==> src/rtl/scramble_dl_pkg.sv <==
// Shared types for the ROM download bridge:
// FSM state encoding, FIFO entry layout, SDRAM word-address width.
package scramble_dl_pkg;

  localparam int SD_WADDR_W   = 22;
  localparam int ENTRY_ADDR_W = 25;

  typedef logic [0:0] dl_state_t;

  localparam dl_state_t ST_IDLE = 1'b0;
  localparam dl_state_t ST_REQ  = 1'b1;

  typedef struct packed {
    logic [ENTRY_ADDR_W-1:0] addr;
    logic [7:0]              data;
  } dl_entry_t;

  function automatic logic [1:0] byte_lanes(input logic a0);
    return {a0, ~a0};
  endfunction

endpackage

==> src/rtl/dl_fifo.sv <==
// Synchronous FIFO of download entries with full/empty/count.
// A pop frees the slot a same-cycle push needs, so push-when-full-and-pop is accepted.
module dl_fifo
  import scramble_dl_pkg::*;
#(
  parameter int DEPTH = 4
) (
  input  logic                     clk_sys,
  input  logic                     reset,
  input  logic                     push,
  input  dl_entry_t                wdata,
  input  logic                     pop,
  output dl_entry_t                rdata,
  output logic                     full,
  output logic                     empty,
  output logic [$clog2(DEPTH):0]   count
);

  localparam int AW = $clog2(DEPTH);
  localparam int CW = AW + 1;

  dl_entry_t       mem [DEPTH];
  logic [AW-1:0]   wp;
  logic [AW-1:0]   rp;
  logic            do_push;
  logic            do_pop;

  assign full    = (count == CW'(DEPTH));
  assign empty   = (count == '0);
  assign do_pop  = pop & ~empty;
  assign do_push = push & (~full | do_pop);
  assign rdata   = mem[rp];

  // storage array, written on accepted pushes only
  always_ff @(posedge clk_sys) begin
    if (do_push) mem[wp] <= wdata;
  end

  // pointers wrap modulo DEPTH by natural overflow of AW bits
  always_ff @(posedge clk_sys) begin
    if (reset) begin
      wp    <= '0;
      rp    <= '0;
      count <= '0;
    end else begin
      if (do_push) wp <= wp + 1'b1;
      if (do_pop)  rp <= rp + 1'b1;
      unique case ({do_push, do_pop})
        2'b10:   count <= count + 1'b1;
        2'b01:   count <= count - 1'b1;
        default: count <= count;
      endcase
    end
  end

endmodule

==> src/rtl/rom_dl_bridge.sv <==
// ROM download to SDRAM bridge: byte strobes are queued in a FIFO
// and replayed as single-byte SDRAM writes with a req/ack handshake.
module rom_dl_bridge
  import scramble_dl_pkg::*;
#(
  parameter int FIFO_DEPTH = 4,
  parameter int DL_ADDR_W  = 25
) (
  input  logic                  clk_sys,
  input  logic                  reset,
  input  logic                  dl_download,
  input  logic                  dl_wr,
  input  logic [DL_ADDR_W-1:0]  dl_addr,
  input  logic [7:0]            dl_data,
  output logic                  sd_req,
  input  logic                  sd_ack,
  output logic [SD_WADDR_W-1:0] sd_addr,
  output logic [1:0]            sd_ds,
  output logic [15:0]           sd_din,
  output logic                  sd_we,
  output logic                  busy,
  output logic                  rom_loaded,
  output logic                  overflow
);

  localparam int CW = $clog2(FIFO_DEPTH) + 1;

  logic            wr_q;
  logic            dl_q;
  logic            push_q;
  logic            pend_end;
  logic            pop;
  logic            full;
  logic            empty;
  logic [CW-1:0]   count;
  logic            dl_rise;
  logic            dl_fall;
  logic            unused_hi;
  dl_state_t       state;
  dl_entry_t       wr_ent;
  dl_entry_t       head;

  assign dl_rise   = dl_download & ~dl_q;
  assign dl_fall   = ~dl_download & dl_q;
  assign pop       = (state == ST_REQ) & sd_ack;
  assign busy      = (count != '0) | (state == ST_REQ);
  assign wr_ent    = '{addr: ENTRY_ADDR_W'(dl_addr), data: dl_data};
  assign unused_hi = ^head.addr[ENTRY_ADDR_W-1:SD_WADDR_W+1];

  // registered edge detect; the push fires one cycle after the dl_wr rise
  always_ff @(posedge clk_sys) begin
    if (reset) begin
      wr_q   <= 1'b0;
      dl_q   <= 1'b0;
      push_q <= 1'b0;
    end else begin
      wr_q   <= dl_wr;
      dl_q   <= dl_download;
      push_q <= dl_wr & ~wr_q & dl_download;
    end
  end

  dl_fifo #(
    .DEPTH (FIFO_DEPTH)
  ) u_fifo (
    .clk_sys (clk_sys),
    .reset   (reset),
    .push    (push_q),
    .wdata   (wr_ent),
    .pop     (pop),
    .rdata   (head),
    .full    (full),
    .empty   (empty),
    .count   (count)
  );

  // sticky drop flag: push into a full FIFO that is not popping this cycle
  always_ff @(posedge clk_sys) begin
    if (reset) overflow <= 1'b0;
    else if (push_q & full & ~pop) overflow <= 1'b1;
  end

  // request FSM: launch from the FIFO head, hold until ack, then pop
  always_ff @(posedge clk_sys) begin
    if (reset) begin
      state   <= ST_IDLE;
      sd_req  <= 1'b0;
      sd_we   <= 1'b0;
      sd_addr <= '0;
      sd_ds   <= '0;
      sd_din  <= '0;
    end else begin
      unique case (1'b1)
        (state == ST_IDLE): begin
          if (!empty) begin
            sd_addr <= head.addr[SD_WADDR_W:1];
            sd_ds   <= byte_lanes(head.addr[0]);
            sd_din  <= {head.data, head.data};
            sd_req  <= 1'b1;
            sd_we   <= 1'b1;
            state   <= ST_REQ;
          end
        end
        (state == ST_REQ): begin
          if (sd_ack) begin
            sd_req <= 1'b0;
            sd_we  <= 1'b0;
            state  <= ST_IDLE;
          end
        end
        default: state <= ST_IDLE;
      endcase
    end
  end

  // download-complete tracking: end seen, then nothing queued or in flight
  always_ff @(posedge clk_sys) begin
    if (reset) begin
      pend_end   <= 1'b0;
      rom_loaded <= 1'b0;
    end else if (dl_rise) begin
      pend_end   <= 1'b0;
      rom_loaded <= 1'b0;
    end else begin
      if (dl_fall) pend_end <= 1'b1;
      if (pend_end & empty & ~push_q & (state == ST_IDLE))
        rom_loaded <= 1'b1;
    end
  end

endmodule

==> config.mk <==
export PLATFORM = sky130hd
export DESIGN_NAME = rom_dl_bridge
export DESIGN_NICKNAME = d
export VERILOG_FILES = /design/src/rtl/scramble_dl_pkg.sv /design/src/rtl/dl_fifo.sv /design/src/rtl/rom_dl_bridge.sv
export SDC_FILE = /design/constraint.sdc
export NUM_CORES = 1
export LEC_CHECK = 0
export ABC_AREA = 1
export CAP_MARGIN = 20
export CORE_MARGIN = 2
export CORE_UTILIZATION = 55
export CTS_CLUSTER_DIAMETER = 100
export CTS_CLUSTER_SIZE = 20
export DETAILED_ROUTE_END_ITERATION = 10
export PLACE_DENSITY = 0.79
export REMOVE_ABC_BUFFERS = 1
export SYNTH_ARGS = -nofsm -noshare
export SYNTH_HDL_FRONTEND = slang
export SYNTH_SLANG_ARGS = --single-unit
==> constraint.sdc <==
create_clock -name clk_sys -period 3.16 [get_ports clk_sys]
set_input_delay 0.632 -clock clk_sys [delete_from_list [all_inputs] [get_ports clk_sys]]
set_output_delay 0.632 -clock clk_sys [all_outputs]
set_load 0.03 [all_outputs]
==> results of run 1 <==
[power breakdown]
part / total, uW / switching (uW) / leakage [uW] / internal [uW]
registers: 2540 / 41.0 / 0.00152 / 2500
logic: 519 / 314 / 0.00118 / 205
clock network: 1930 / 854 / 0.000254 / 1080
total: 4990 / 1210 / 0.00295 / 3780
[worst max-delay path, delay by kind of cell, from the launching register on]
family                 cells  cell delay (ns)
buffers and inverters      2             0.76
AND/OR/NAND/NOR            3             0.26
flip-flops                 1             0.41
[sequential cells by signal, summed over array words and instances, names as in the netlist, 2 cells and up, named ones only]
name          cells
sd_addr          22
u_fifo.mem      124
sd_din            8
u_fifo.rp         2
u_fifo.wp         2
u_fifo.count      3
sd_ds             2
[final timing paths]
check                          startpoint                      end  slack, ns  cells after the start
max          u_fifo.count[0]$_SDFFE_PP0P_                     busy       0.66                      5
min                       wr_q$_SDFF_PP0_        push_q$_SDFF_PP0_       0.42                      1
max reg2reg                      register  sd_addr[9]$_SDFFE_PP0P_       1.18                      5
min reg2reg               wr_q$_SDFF_PP0_        push_q$_SDFF_PP0_       0.42                      1
[cell usage in the layout, fill, tap and decap left out]
cell type / synthesis / final
a21oi_1: 7 / 7
buf_12: 0 / 3
buf_4: 11 / 6
bufinv_16: 0 / 1
clkbuf_16: 0 / 17
clkdlybuf4s50_1: 0 / 80
clkinv_1: 0 / 1
clkinv_2: 0 / 4
clkinv_4: 0 / 2
clkinvlp_4: 0 / 6
dfxtp_1: 49 / 48
dfxtp_2: 0 / 1
edfxtp_1: 124 / 124
fa_1: 1 / 1
ha_1: 5 / 5
inv_1: 21 / 21
inv_2: 3 / 3
inv_4: 2 / 2
inv_6: 0 / 1
nand2_1: 46 / 46
nand2_2: 2 / 2
nand2_4: 1 / 1
nand3_1: 5 / 5
nand4_1: 1 / 1
nor2_1: 201 / 197
nor2_2: 2 / 2
nor2_4: 0 / 4
nor4_1: 1 / 1
o21a_1: 1 / 1
o21ai_0: 7 / 7
o21ai_1: 88 / 88
xor2_1: 2 / 2
[metal layers]
metal  up-vias  wire [um]  global-route usage, %  part of all wire, %
li1       2159          -                      -                    -
met4         0        331                   10.2                  2.4
met3        25        785                   4.96                  5.6
met5         -          0                      0                    0
met1      2150       5900                   28.4                   42
met2       155       6920                   37.4                   50
[logic make-up after synthesis]
kind of cell / after synthesis / share of synthesized area [%]
compound gates: 103 / 7.68
xor+xnor: 2 / 0.260
fa+ha+maj: 6 / 1.22
simple gates: 259 / 14.8
buf+inv: 65 / 6.29
flops: 173 / 69.7
[metrics by stage]
stage | worst slack (ns) | utilization (%)
6_report | 0.662 | 67.4
5_1_grt | 0.569 | 67.4
4_1_cts | 0.630 | 67.4
3_5_place_dp | 0.574 | 62.8
3_3_place_gp | 0.623 | 62.8
2_1_floorplan | 0.417 | -
[cell type report]
cell class              instances  area (um^2)
repair buffers                 89          906
inverters                      26          103
clock buffers                  17          425
multi-input cells             370         1650
fillers                       879         3910
clock inverters                15          125
flip-flops and latches        173         4710
well taps                     147          184
==> impl_metrics.ini, run 1 <==
[finish]
finalInstanceArea_um2 = 8100
antennaDiodeCount = 0
final_net_count = 721
drive_gt1_share_pct = 7.97
fin_cells = 837
areaGrowthSynthToFinish_pct = 20.0

[synthesis]
synth_seq_cells = 173
netlist_area_um2 = 6750
yosys-top-cells-area = edfxtp_1 (55%), dfxtp_1 (15%), nor2_1 (11%), o21ai_1 (6.5%), buf_6 (2.7%)
ys_async_sr_fraction_pct = 0
synth_top_area_share_pct = 55.2
ys.flop_type = edfxtp_1
synth_common_cells = nor2_1 (201), edfxtp_1 (124), o21ai_1 (88), dfxtp_1 (49), nand2_1 (46)
ys_seq_area_share_pct = 69.7
synth_top_area_cell = edfxtp_1
synth_edf_count = 124
synthMostInstantiatedCell = nor2_1
yosys_warnings = 0
postSynthCellCount = 608
avgSynthCellArea_um2 = 11.1
synth.distinct_cells = 24

[cts]
cts_tree = built
clock_sink_count = 173
root_buffer = clkbuf_16
holdBufCountCts = 0
cts_buffer_depth = 2
cts_resized = 0
clock_latency_ns = 0.43
cts_buffers = 17
cts_setup_buffers = 0
htree_levels = 4
cts.clk_slew.worst_paths_ns = 0.06

[timing]
relSlewSlack_pct = 47.2
fin_hold_ws_ns = 0.419
max_slew.worst_pin.slew_ns = 0.793
hold_viol_final = 0
slew_viol_final = 0
setup_viol = 0
min_period_ns = 2.50
setup_tns_ns = 0
finalCritPeriodShare_pct = 79.0
rsz0062_at_grt = no
skew_ns = 0.00682
max_freq_ghz = 0.400

[critical_path]
crit_slowest_cell = clkdlybuf4s50_1
cp_data_arrival_time_ns = 1.87
max_stage_delay_ns = 0.67
critPathRequiredTime_ns = 2.53
crit_type = reg -> out
cp-start-kind = register
endpoint_kind = output port
cp_cell_sequence = nor2_2 -> nand2_2 -> inv_1 -> nand2_1 -> clkdlybuf4s50_1
path_max_fanout = 3

[global_routing]
grt_usage_pct = 22.4
grt_max_degree = 63
grt_pass1_vias = 4594
antenna_found_initial = 0
grt_pass1_wl_um = 22200
overflow = 0

[placed_design]
placedInstanceArea_um2 = 7550
hpwlAfterDp_um = 7940
numPortBuffers = 80
place_inst = 805
place_congestion = 0.757

[hold_path]
hold_class = reg -> reg

[routing]
drt_pass1_iterations = 5
ant_nets = 0
remaining_drc_errors = 0
drtIter0Drc = 374
vias = 4489
wirelength_um = 13900
via_per_inst = 5.36
wl_per_cell_um = 16.7

[run]
maxCapViolations = 0

[floorplanning]
die_w_um = 115
io_pins = 83
die_area_um2 = 13200
start_util_pct = 56.2
rows = 40
die_h_um = 115
coreArea_um2 = 12000

[pwr]
p_per_area_nw_per_um2 = 616
p_leak_uw = 0.00295
ir_worst_vdd_mv = 0.337
power_uw = 4990

[outcome]
status = finished, final reports clean
Power figures use the tool's default switching activity.
==> run 2, diff against run 1 <==
- clock period: 3.16 -> 2.4 ns (I/O delays scaled with it)
==> run 2 against run 1 <==
  * Sequential power increased by 32%
  * Combinational power up 33%
  * Critical endpoint is now sd_din[15]
  * Non-clock buffer count grew 6
  * Largest power group unchanged
  * Die area did not move
  * Worst hold slack got worse by 0.0026 ns
  * Highest routed layer unchanged
==> impl_metrics.ini, run 2 (same netlist as run 1, synthesis figures left out) <==
[critical_path]
crit_slowest_cell = clkdlybuf4s50_1
critPathTopFamily = buffers and inverters
cp_data_arrival_time_ns = 1.57
path_max_fanout = 3
cp-start-kind = register
crit_buf_inv = 1
critPathRequiredTime_ns = 1.92
endpoint_kind = output port
max_stage_delay_ns = 0.72
cp_cell_sequence = clkdlybuf4s50_1
crit_type = reg -> out

[placed_design]
numPortBuffers = 80
placedInstanceArea_um2 = 7600
hpwlAfterDp_um = 7760
place_congestion = 0.733
dp_slack_ns = 0.0356
place_inst = 811

[timing]
setup_tns_ns = 0
skew_ns = 0.00752
setup_viol = 0
max_slew.worst_pin.slew_ns = 0.637
slew_viol_final = 0
hold_viol_final = 0
setup_ws_ns = 0.348
rsz0062_at_grt = no
relSlewSlack_pct = 57.4
finalCritPeriodShare_pct = 85.5
max_freq_ghz = 0.487
min_period_ns = 2.05

[cts]
clock_sink_count = 173
cts_setup_buffers = 0
clock_latency_ns = 0.43
cts.clk_slew.worst_paths_ns = 0.06
holdBufCountCts = 0
cts_tree = built
htree_levels = 4
root_buffer = clkbuf_16
cts_buffers = 17
cts_resized = 0
cts_buffer_depth = 2

[routing]
drtIter0Drc = 299
wirelength_um = 13600
remaining_drc_errors = 0
ant_nets = 0
via_per_inst = 5.27
vias = 4445
drt_pass1_iterations = 6
wl_per_cell_um = 16.1

[finish]
final_cell_mix = nor2_1 (197), edfxtp_1 (124), o21ai_1 (88)
fin_cells = 843
areaGrowthSynthToFinish_pct = 21.6
top_regs = u_fifo.mem (124), sd_addr (22), sd_din (8)
final_net_count = 727
max_flop_register = u_fifo.mem
antennaDiodeCount = 0
final_common_cell = nor2_1
drive_gt1_share_pct = 8.62
largest_reg_flops = 124
finalInstanceArea_um2 = 8210

[hold_path]
hold_class = reg -> reg

[outcome]
status = finished, final reports clean

[pwr]
p_per_area_nw_per_um2 = 822
p_leak_uw = 0.00303
ir_worst_vdd_mv = 0.699

[global_routing]
grt_pass1_wl_um = 22000
grt_usage_pct = 22.1
overflow = 0
antenna_found_initial = 0
grt_pass1_vias = 4602
grt_max_degree = 63

[floorplanning]
io_pins = 83
die_area_um2 = 13200
start_util_pct = 56.2
die_w_um = 115
coreArea_um2 = 12000
rows = 40
die_h_um = 115

[run]
maxCapViolations = 0
-- run 2: cell types whose count changed in the layout (fill, tap and decap cells not counted) --
cell	delta
clkbuf_1	+1
clkbuf_8	+4
clkinvlp_4	-3
buf_4	+5
buf_12	+1
bufinv_16	+1
clkinv_2	-2
dlymetal6s2s_1	+1
clkdlybuf4s50_1	-1
inv_6	-1
-- run 2: final cells by class --
cell class              instances  area [um^2]
clock inverters                10          114
clock buffers                  22          484
well taps                     147          184
fillers                       867         3810
multi-input cells             370         1650
inverters                      26          103
repair buffers                 95          966
flip-flops and latches        173         4710
-- run 2: path summary, 6_finish.rpt --
kind                                                     end                    startpoint  slack [ns]  depth (start not counted)
worst max-delay path                              sd_din[15]        sd_din[7]$_SDFFE_PP0P_        0.35                          1
worst min-delay path                       push_q$_SDFF_PP0_               wr_q$_SDFF_PP0_        0.42                          1
worst max register to register  u_fifo.count[2]$_SDFFE_PP0P_  u_fifo.count[0]$_SDFFE_PP0P_        0.51                         11
worst min register to register             push_q$_SDFF_PP0_               wr_q$_SDFF_PP0_        0.42                          1
-- run 2: per-stage QoR --
stage,util [%],total power [uW],hold slack (ns)
floorplan,-,3760,0.373
global placement,63.3,4080,0.381
detailed placement,63.3,4100,0.389
CTS,68.3,6780,0.406
global route,68.3,6950,0.431
finish,68.3,6740,0.416
-- run 2: routing by layer --
metal | wire length, um | global-route usage (%) | vias to the layer above | part of all wire (%)
met5 | 0 | 0 | - | 0
met4 | 212 | 9.72 | 0 | 1.6
met3 | 851 | 6.27 | 20 | 6.3
met2 | 6760 | 36.4 | 156 | 50
met1 | 5770 | 27.6 | 2097 | 42
li1 | - | - | 2172 | -
-- run 2: where the power goes --
part | switching, uW | leakage (uW) | total [uW] | internal [uW]
clock | 1070 | 0.000286 | 2710 | 1640
sequential | 52.8 | 0.00152 | 3350 | 3290
combinational | 418 | 0.00122 | 691 | 272
